$ cat src/rtl/tdm_pkg.sv
// Shared definitions for the TDM demultiplexer and the planned TDM transmitter.
// FSM encoding, default frame geometry and the slot-index width helper.
package tdm_pkg;

    typedef enum logic {
        ST_HUNT    = 1'b0,
        ST_COLLECT = 1'b1
    } state_t;

    localparam int DEF_LANES = 4;
    localparam int DEF_WIDTH = 1;
    localparam int DEF_IDX_W = $clog2(DEF_LANES);

    // A counter still needs one bit when there would otherwise be zero.
    function automatic int idx_w(input int lanes);
        return (lanes > 1) ? $clog2(lanes) : 1;
    endfunction

endpackage

$ cat src/rtl/tdm_slot_counter.sv
// Modulo-LANES slot counter with clear, load-to-1 and increment controls.
// Priority is clear > load1 > inc; o_wrap flags the final slot of a frame.
module tdm_slot_counter
    import tdm_pkg::*;
#(
    parameter int LANES = DEF_LANES,
    parameter int IDX_W = idx_w(LANES)
) (
    input  logic             clk,
    input  logic             rst_n,
    input  logic             i_clr,
    input  logic             i_load1,
    input  logic             i_inc,
    output logic [IDX_W-1:0] o_count,
    output logic             o_wrap
);

    logic [IDX_W-1:0] r_count;

    assign o_wrap  = (r_count == IDX_W'(LANES - 1));
    assign o_count = r_count;

    // NOTE: sequential state uses non-blocking assignments so every flop
    // samples the pre-edge values of the others, independent of block order.
    always_ff @(posedge clk or negedge rst_n) begin
        if (!rst_n) begin
            r_count <= '0;
        end else if (i_clr) begin
            r_count <= '0;
        end else if (i_load1) begin
            r_count <= IDX_W'(1);
        end else if (i_inc) begin
            r_count <= o_wrap ? '0 : r_count + IDX_W'(1);
        end
    end

endmodule

$ cat src/rtl/tdm_demux_4.sv
// TDM receive demultiplexer: gathers LANES slots into one frame word with
// start-of-frame alignment. Define TDM_DEMUX_ERR_CNT_EN to add err_cnt/err_clr.
module tdm_demux_4
    import tdm_pkg::*;
#(
    parameter int WIDTH = DEF_WIDTH,
    parameter int LANES = DEF_LANES
) (
    input  logic                   clk,
    input  logic                   rst_n,
    input  logic [WIDTH-1:0]       data_in,
    input  logic                   in_valid,
    input  logic                   in_sof,
    output logic                   in_ready,
    output logic [LANES*WIDTH-1:0] data_out,
    output logic                   out_valid,
    input  logic                   out_ready,
    output logic [LANES-1:0]       lane_strobe,
    output logic                   locked,
`ifdef TDM_DEMUX_ERR_CNT_EN
    input  logic                   err_clr,
    output logic [7:0]             err_cnt,
`endif
    output logic                   sync_err
);

    localparam int IDX_W = idx_w(LANES);

    state_t                 r_state, w_state_nxt;
    logic [IDX_W-1:0]       w_count, w_slot;
    logic                   w_wrap, w_accept;
    logic                   w_store, w_load1, w_inc, w_clr, w_resync, w_complete;
    logic [LANES*WIDTH-1:0] r_partial, r_data_out, w_frame;
    logic [LANES-1:0]       r_strobe;
    logic                   r_out_valid, r_sync_err;

    tdm_slot_counter #(.LANES(LANES), .IDX_W(IDX_W)) u_slot_counter (
        .clk     (clk),
        .rst_n   (rst_n),
        .i_clr   (w_clr),
        .i_load1 (w_load1),
        .i_inc   (w_inc),
        .o_count (w_count),
        .o_wrap  (w_wrap)
    );

    // Only the final slot can be held off: it is the one that overwrites data_out.
    assign in_ready = !(r_out_valid && !out_ready && w_wrap && (r_state == ST_COLLECT));
    assign w_accept = in_valid && in_ready;

    always_ff @(posedge clk or negedge rst_n) begin
        if (!rst_n) r_state <= ST_HUNT;
        else        r_state <= w_state_nxt;
    end

    // NOTE: every signal gets a default before the case so no path leaves it
    // unassigned, which would otherwise infer a latch.
    always_comb begin
        w_state_nxt = r_state;
        w_store     = 1'b0;
        w_slot      = w_count;
        w_load1     = 1'b0;
        w_inc       = 1'b0;
        w_clr       = 1'b0;
        w_resync    = 1'b0;
        w_complete  = 1'b0;
        case (r_state)
            ST_HUNT: begin
                w_clr = 1'b1;
                if (w_accept && in_sof) begin
                    w_clr       = 1'b0;
                    w_store     = 1'b1;
                    w_slot      = '0;
                    w_load1     = 1'b1;
                    w_state_nxt = ST_COLLECT;
                end
            end
            ST_COLLECT: begin
                if (w_accept) begin
                    w_store = 1'b1;
                    if (in_sof && (w_count != '0)) begin
                        w_resync = 1'b1;
                        w_slot   = '0;
                        w_load1  = 1'b1;
                    end else begin
                        w_inc      = 1'b1;
                        w_complete = w_wrap;
                    end
                end
            end
            default: w_state_nxt = ST_HUNT;
        endcase
    end

    always_comb begin
        w_frame = r_partial;
        w_frame[(LANES-1)*WIDTH +: WIDTH] = data_in;
    end

    // NOTE: the partial-frame register is reset like any other flop even though
    // stale lanes are never emitted; it keeps data_out deterministic after reset.
    always_ff @(posedge clk or negedge rst_n) begin
        if (!rst_n) begin
            r_partial   <= '0;
            r_data_out  <= '0;
            r_out_valid <= 1'b0;
            r_strobe    <= '0;
            r_sync_err  <= 1'b0;
        end else begin
            r_sync_err <= w_resync;
            r_strobe   <= w_store ? (LANES'(1) << w_slot) : '0;
            if (w_store) begin
                r_partial[w_slot*WIDTH +: WIDTH] <= data_in;
            end
            if (w_complete) begin
                r_data_out  <= w_frame;
                r_out_valid <= 1'b1;
            end else if (out_ready) begin
                r_out_valid <= 1'b0;
            end
        end
    end

    assign data_out    = r_data_out;
    assign out_valid   = r_out_valid;
    assign lane_strobe = r_strobe;
    assign sync_err    = r_sync_err;
    assign locked      = (r_state == ST_COLLECT);

`ifdef TDM_DEMUX_ERR_CNT_EN
    logic [7:0] r_err_cnt;

    // A clear coinciding with a pulse keeps that pulse, so the result is 1.
    always_ff @(posedge clk or negedge rst_n) begin
        if (!rst_n) begin
            r_err_cnt <= '0;
        end else if (err_clr) begin
            r_err_cnt <= {7'd0, r_sync_err};
        end else if (r_sync_err && (r_err_cnt != 8'hFF)) begin
            r_err_cnt <= r_err_cnt + 8'd1;
        end
    end

    assign err_cnt = r_err_cnt;
`endif

endmodule

$ cat config.mk
export PLATFORM = sky130hd
export DESIGN_NAME = tdm_demux_4
export DESIGN_NICKNAME = d
export VERILOG_FILES = /design/src/rtl/tdm_pkg.sv /design/src/rtl/tdm_slot_counter.sv /design/src/rtl/tdm_demux_4.sv
export SDC_FILE = /design/constraint.sdc
export NUM_CORES = 1
export LEC_CHECK = 0
export ABC_CLOCK_PERIOD_IN_PS = 2500
export CAP_MARGIN = 20
export CORE_ASPECT_RATIO = 1.75
export CORE_MARGIN = 10
export CORE_UTILIZATION = 25
export DETAILED_ROUTE_END_ITERATION = 8
export PLACE_DENSITY = 0.55
export SLEW_MARGIN = 30
export SYNTH_ARGS = -nofsm -noshare
export SYNTH_HDL_FRONTEND = slang
export SYNTH_SLANG_ARGS = --single-unit
$ cat constraint.sdc
create_clock -name clk -period 2.5 [get_ports clk]
set_clock_uncertainty 0.1 [all_clocks]
set_input_delay 0.625 -clock clk [delete_from_list [all_inputs] [get_ports clk]]
set_output_delay 0.625 -clock clk [all_outputs]
set_load 0.01 [all_outputs]
== Word-level counts from Yosys, hierarchy flattened ==
Cells that the tools add are included.
Word-level totals
  register bits after elaboration: 17
  logic and storage cells: 53
Cells by class
  add/subtract/negate cells: 2
  equal/unequal tests: 1
  shift-type cells: 3
  muxes and demuxes: 28
  bitwise logic cells: 1
  reductions and logical operators: 11
Operators by type and width (count)
  2-bit negator with 34-bit output: 1
  1-bit by 34-bit variable shift with 4-bit output, first input constant: 1
  1-bit by 34-bit variable part select with 4-bit output: 1
  1-bit 2-to-1 mux: 16
  2-bit 2-to-1 mux: 7
  1-bit logical AND: 6
  4-bit bitwise mux: 1
  4-bit 2-to-1 mux: 1
  1-bit case mux with 2 select lines: 2
  2-bit case mux with 2 select lines: 1
  2-bit nonzero test: 2
  1-bit by 2-bit left shift with 4-bit output, first input constant: 1
  3-bit nonzero test: 1
  2-bit by 1-bit adder with 2-bit output, second input constant: 1
  2-bit == test, second input constant: 1
  1-bit zero test: 2
  1-bit inverter: 1

== Longest topological paths before layout ==
  depth in word-level cells: 12
  depth in mapped cells: 10
  gate-level depth less buffers: 9

== By module ==
From an unflattened synthesis, not the netlist that was laid out.
Unflattened totals
  cell total of the unflattened synthesis: 66
  area total of the unflattened synthesis: 783.3 um^2
Modules (own cells, without submodules)
  tdm_demux_4: instances 1, cells an instance 57, area each 680.7 um^2
  tdm_slot_counter: instances 1, cells an instance 9, area each 102.6 um^2

== Worst setup path before layout ==
Ideal clock, no wire load.
  path kind: input port to flip-flop
  from: input out_ready
  to: register r_partial[1]
  setup time: 128 ps
  arrival: 2004 ps
  slack: 268 ps
  stages on the path: 8
  buffers on the path: 1
  path through: and4b_1 > buf_6 > inv_2 > nand3_1 > nand2_1 > ha_1 > and3_1 > mux2_1
Between the ends
  cells in the longest elaborated chain, start to end: 12
  elaborated cells between the ends (all ways): 17
RTL lines
  from (decl): line tdm_demux_4.sv:17  | input logic out_ready,
  1-bit zero test (*): line tdm_demux_4.sv:48  | assign in_ready = !(r_out_valid && !out_ready && w_wrap && (r_state == ST_COLLECT));
  1-bit logical AND (*) (3 in series): line tdm_demux_4.sv:48
  1-bit zero test (*): line tdm_demux_4.sv:48
  net in_ready: line tdm_demux_4.sv:14  | output logic in_ready,
  1-bit logical AND (*): line tdm_demux_4.sv:49  | assign w_accept = in_valid && in_ready;
  1-bit logical AND: line tdm_demux_4.sv:70  | if (w_accept && in_sof) begin
  2-bit 2-to-1 mux: line tdm_demux_4.sv:70
  2-bit case mux with 2 select lines: line tdm_demux_4.sv:67  | case (r_state)
  2-bit negator with 34-bit output: line tdm_demux_4.sv:113  | r_partial[w_slot*WIDTH +: WIDTH] <= data_in;
  1-bit by 34-bit variable part select with 4-bit output / 1-bit by 34-bit variable shift with 4-bit output (equally long branches): line tdm_demux_4.sv:113
  4-bit bitwise mux: line tdm_demux_4.sv:113
  to (signal, indexed assignment): line tdm_demux_4.sv:113
  to (decl): line tdm_demux_4.sv:33  | logic [LANES*WIDTH-1:0] r_partial, r_data_out, w_frame;
The timed path passes the listed nets; every way through them passes the cells marked *.
A chain may end at the register's enable or synchronous reset.

== Worst setup path after layout ==
  from: input out_ready
  to: output in_ready
Between the ends
  cells in the longest elaborated chain, start to end: 5
RTL lines (line)
  1-bit zero test: tdm_demux_4.sv:48
  1-bit logical AND (3 in series): tdm_demux_4.sv:48
  1-bit zero test: tdm_demux_4.sv:48
  to (decl): tdm_demux_4.sv:14
No other way between the ends.

==> flow_metrics.env <==
export IMPL_outcome="completed"
export IMPL_cts_tree="done"
export IMPL_synth_seq_cells=16
export IMPL_powerDensity_nw_per_um2=900
export IMPL_min_path_cells=1
export IMPL_drive_gt1_share_pct=19.6
export IMPL_grt_pass1_wl_um=3240
export IMPL_via_count=674
export IMPL_area_growth_pct=40.1
export IMPL_layout_nets=120
export IMPL_drt_met1_wl_um=720
export IMPL_final_cell_mix="16 x dfrtp_1, 16 x clkdlybuf4s50_1, 12 x buf_4"
export IMPL_grt_max_degree=17
export IMPL_num_io_pins=18
export IMPL_hold_end="data_out[1]"
export IMPL_numCtsBuffers=3
export IMPL_fmaxAchievable_mhz=414
export IMPL_start_util_pct=25.8
export IMPL_setup_viol=0
export IMPL_ctsHoldBuffers=0
export IMPL_hold_viol=0
export IMPL_clock_latency_ns=0.24
export IMPL_cp_arrival_ns=1.69
export IMPL_crit_type="primary input to output port"
export IMPL_hpwl_um=1520
export IMPL_slew_limit_headroom_pct=68.0
export IMPL_vias_per_cell=4.43
export IMPL_placed_area_um2=1160
export IMPL_r2r_start="u_slot_counter.o_count[0]"
export IMPL_wire_per_inst_um=12.2
export IMPL_antenna_left=0
export IMPL_synth_avg_cell_area_um2=11.3
export IMPL_period_minus_slack_ns=2.42
export IMPL_synth_area_leaders="dfrtp_1 46%, ha_1 8.7%, mux2_1 7.8%, nor4_4 4.9%, and2_1 2.9%"
export IMPL_synth_edf_count=0
export IMPL_num_rows=28
export IMPL_ys_seq_area_share_pct=46.2
export IMPL_hp_start="r_partial[1]"
export IMPL_critPathLaunch="out_ready"
export IMPL_syn_inst=77
export IMPL_clockBufferDepth=2
export IMPL_drt_iter0_drc=16
export IMPL_dieHeight_um=97.9
export IMPL_gr_total_overflow=0
export IMPL_p_leak_nw=0.558
export IMPL_core_region_area_um2=3360
export IMPL_reg2reg_depth=8
export IMPL_synth_yosys_warnings=0
export IMPL_root_buffer="clkbuf_8"
export IMPL_fin_area_um2=1210
export IMPL_hp_class="register to register"
export IMPL_tns_ns=0
export IMPL_cap_violations=0
export IMPL_synth_flop_cell="dfrtp_1"
export IMPL_dieArea_um2=6320
export IMPL_ys_types=29
export IMPL_rsz0062_at_grt="no"
export IMPL_synth_nets=89
export IMPL_yosysTopAreaCell="dfrtp_1"
export IMPL_cts_sinks=16
export IMPL_critPathCaptureType="output port"
export IMPL_required_ns=1.77
export IMPL_r2r_end="r_partial[2]"
export IMPL_fin_crit_sh_pct=96.7
export IMPL_synth_top_area_share_pct=46.2
export IMPL_cts_max_level=1
export IMPL_crit_path_start_kind="primary input"
export IMPL_track_usage_pct=6.25
export IMPL_num_antenna_cells=0
export IMPL_cp_max_fo=3
export IMPL_grt_pass1_vias=719
export IMPL_place_congestion=0.871
export IMPL_cts_clk_slew_worst_paths_ns=0.06
export IMPL_io_buffers=17
export IMPL_regToRegSetupSlack_ns=0.21
export IMPL_fp_dieW_um=64.5
export IMPL_worst_pin_slew_ns=0.480
export IMPL_ir_drop_uv=367
export IMPL_syn_area_um2=867
export IMPL_synthArstFlopShare_pct=100
export IMPL_dr_pass1_iters=4
export IMPL_totalWireLength_um=1850
export IMPL_slew_violations=0
export IMPL_highest_layer="met4"
export IMPL_dr_wl_met2_um=943
export IMPL_antenna_found_initial=0
export IMPL_wl_met3_um=124
export IMPL_timing_hold_ws_ns=0.385
export IMPL_route_detailed_drc=0
==> synthesized netlist by cell type (2+ instances only) <==
cell type  instances
dfrtp_1           16
ha_1               6
mux2_1             6
nand2_1            6
inv_1              5
and2_1             4
nand2b_1           3
nor2_1             3
o21ai_0            3
a21boi_1           2
a21oi_1            2
buf_6              2
nand3_1            2
nor4_4             2
==> cell type report <==
class                   instances  area, um2
fillers                       375       2150
multi-input cells              51        418
flip-flops and latches         16        400
repair buffers                 29        259
well taps                      45       56.3
clock buffers                   4       55.1
inverters                       7       26.3
==> where the power goes <==
part	internal [mW]	switching, mW
clock	0.139	0.0832
sequential	0.339	0.0464
combinational	0.257	0.229
total	0.735	0.359
==> metrics by stage <==
step                total power, mW  util, %  cells  setup WS, ns
floorplan                     0.647        -     77         0.268
global placement              0.864     34.4    148        -0.164
detailed placement            0.883     34.4    148        -0.179
CTS                            1.11     36.0    152        0.0820
finish                         1.09     36.1    152        0.0824
global route                   1.19     36.1    152        0.0189
==> critical path: stages <==
cell and delay, ns:
clkdlybuf4s50_1 0.42, and4b_1 0.29, inv_2 0.07, dlygate4sd2_1 0.29
==> repair_timing <==
item                                    CTS  global route
resized for setup                         1             1
pin swaps                                 0             0
endpoints found under the setup margin    1             2
setup buffers                             0             0
hold endpoints to repair                  0             0
==> per-layer routing <==
metal	vias up	global-route usage, %
met5	-	0
met4	0	3.15
met3	6	2.40
met2	22	10.3
met1	319	6.71
li1	327	-
==> how the worst max path moves through the flow <==
stage / end / slack (ns) / cells past startpoint
CTS: in_ready / 0.08 / 4
global route: in_ready / 0.02 / 4
global placement: in_ready / -0.16 / 4
detailed placement: in_ready / -0.18 / 4
finish: in_ready / 0.08 / 4
floorplan: r_partial[1] / 0.27 / 8
==> state kept, by name (all words and copies together), names as in the netlist <==
signal and cells:
u_slot_counter.o_count 2, out_valid 1, data_out 4, lane_strobe 4, r_partial 3, locked 1
sync_err 1
==> kinds of logic after synthesis <==
| group | after synthesis | synth area share, % |
|---|---|---|
| AO/OA/AOI/OAI | 14 | 11.8 |
| buffers and inverters | 10 | 6.20 |
| multiplexers | 6 | 7.79 |
| flip-flops | 16 | 46.2 |
| adder cells (fa/ha/maj) | 6 | 8.66 |
| AND/OR/NAND/NOR | 25 | 19.3 |
Power figures use the tool's default switching activity.
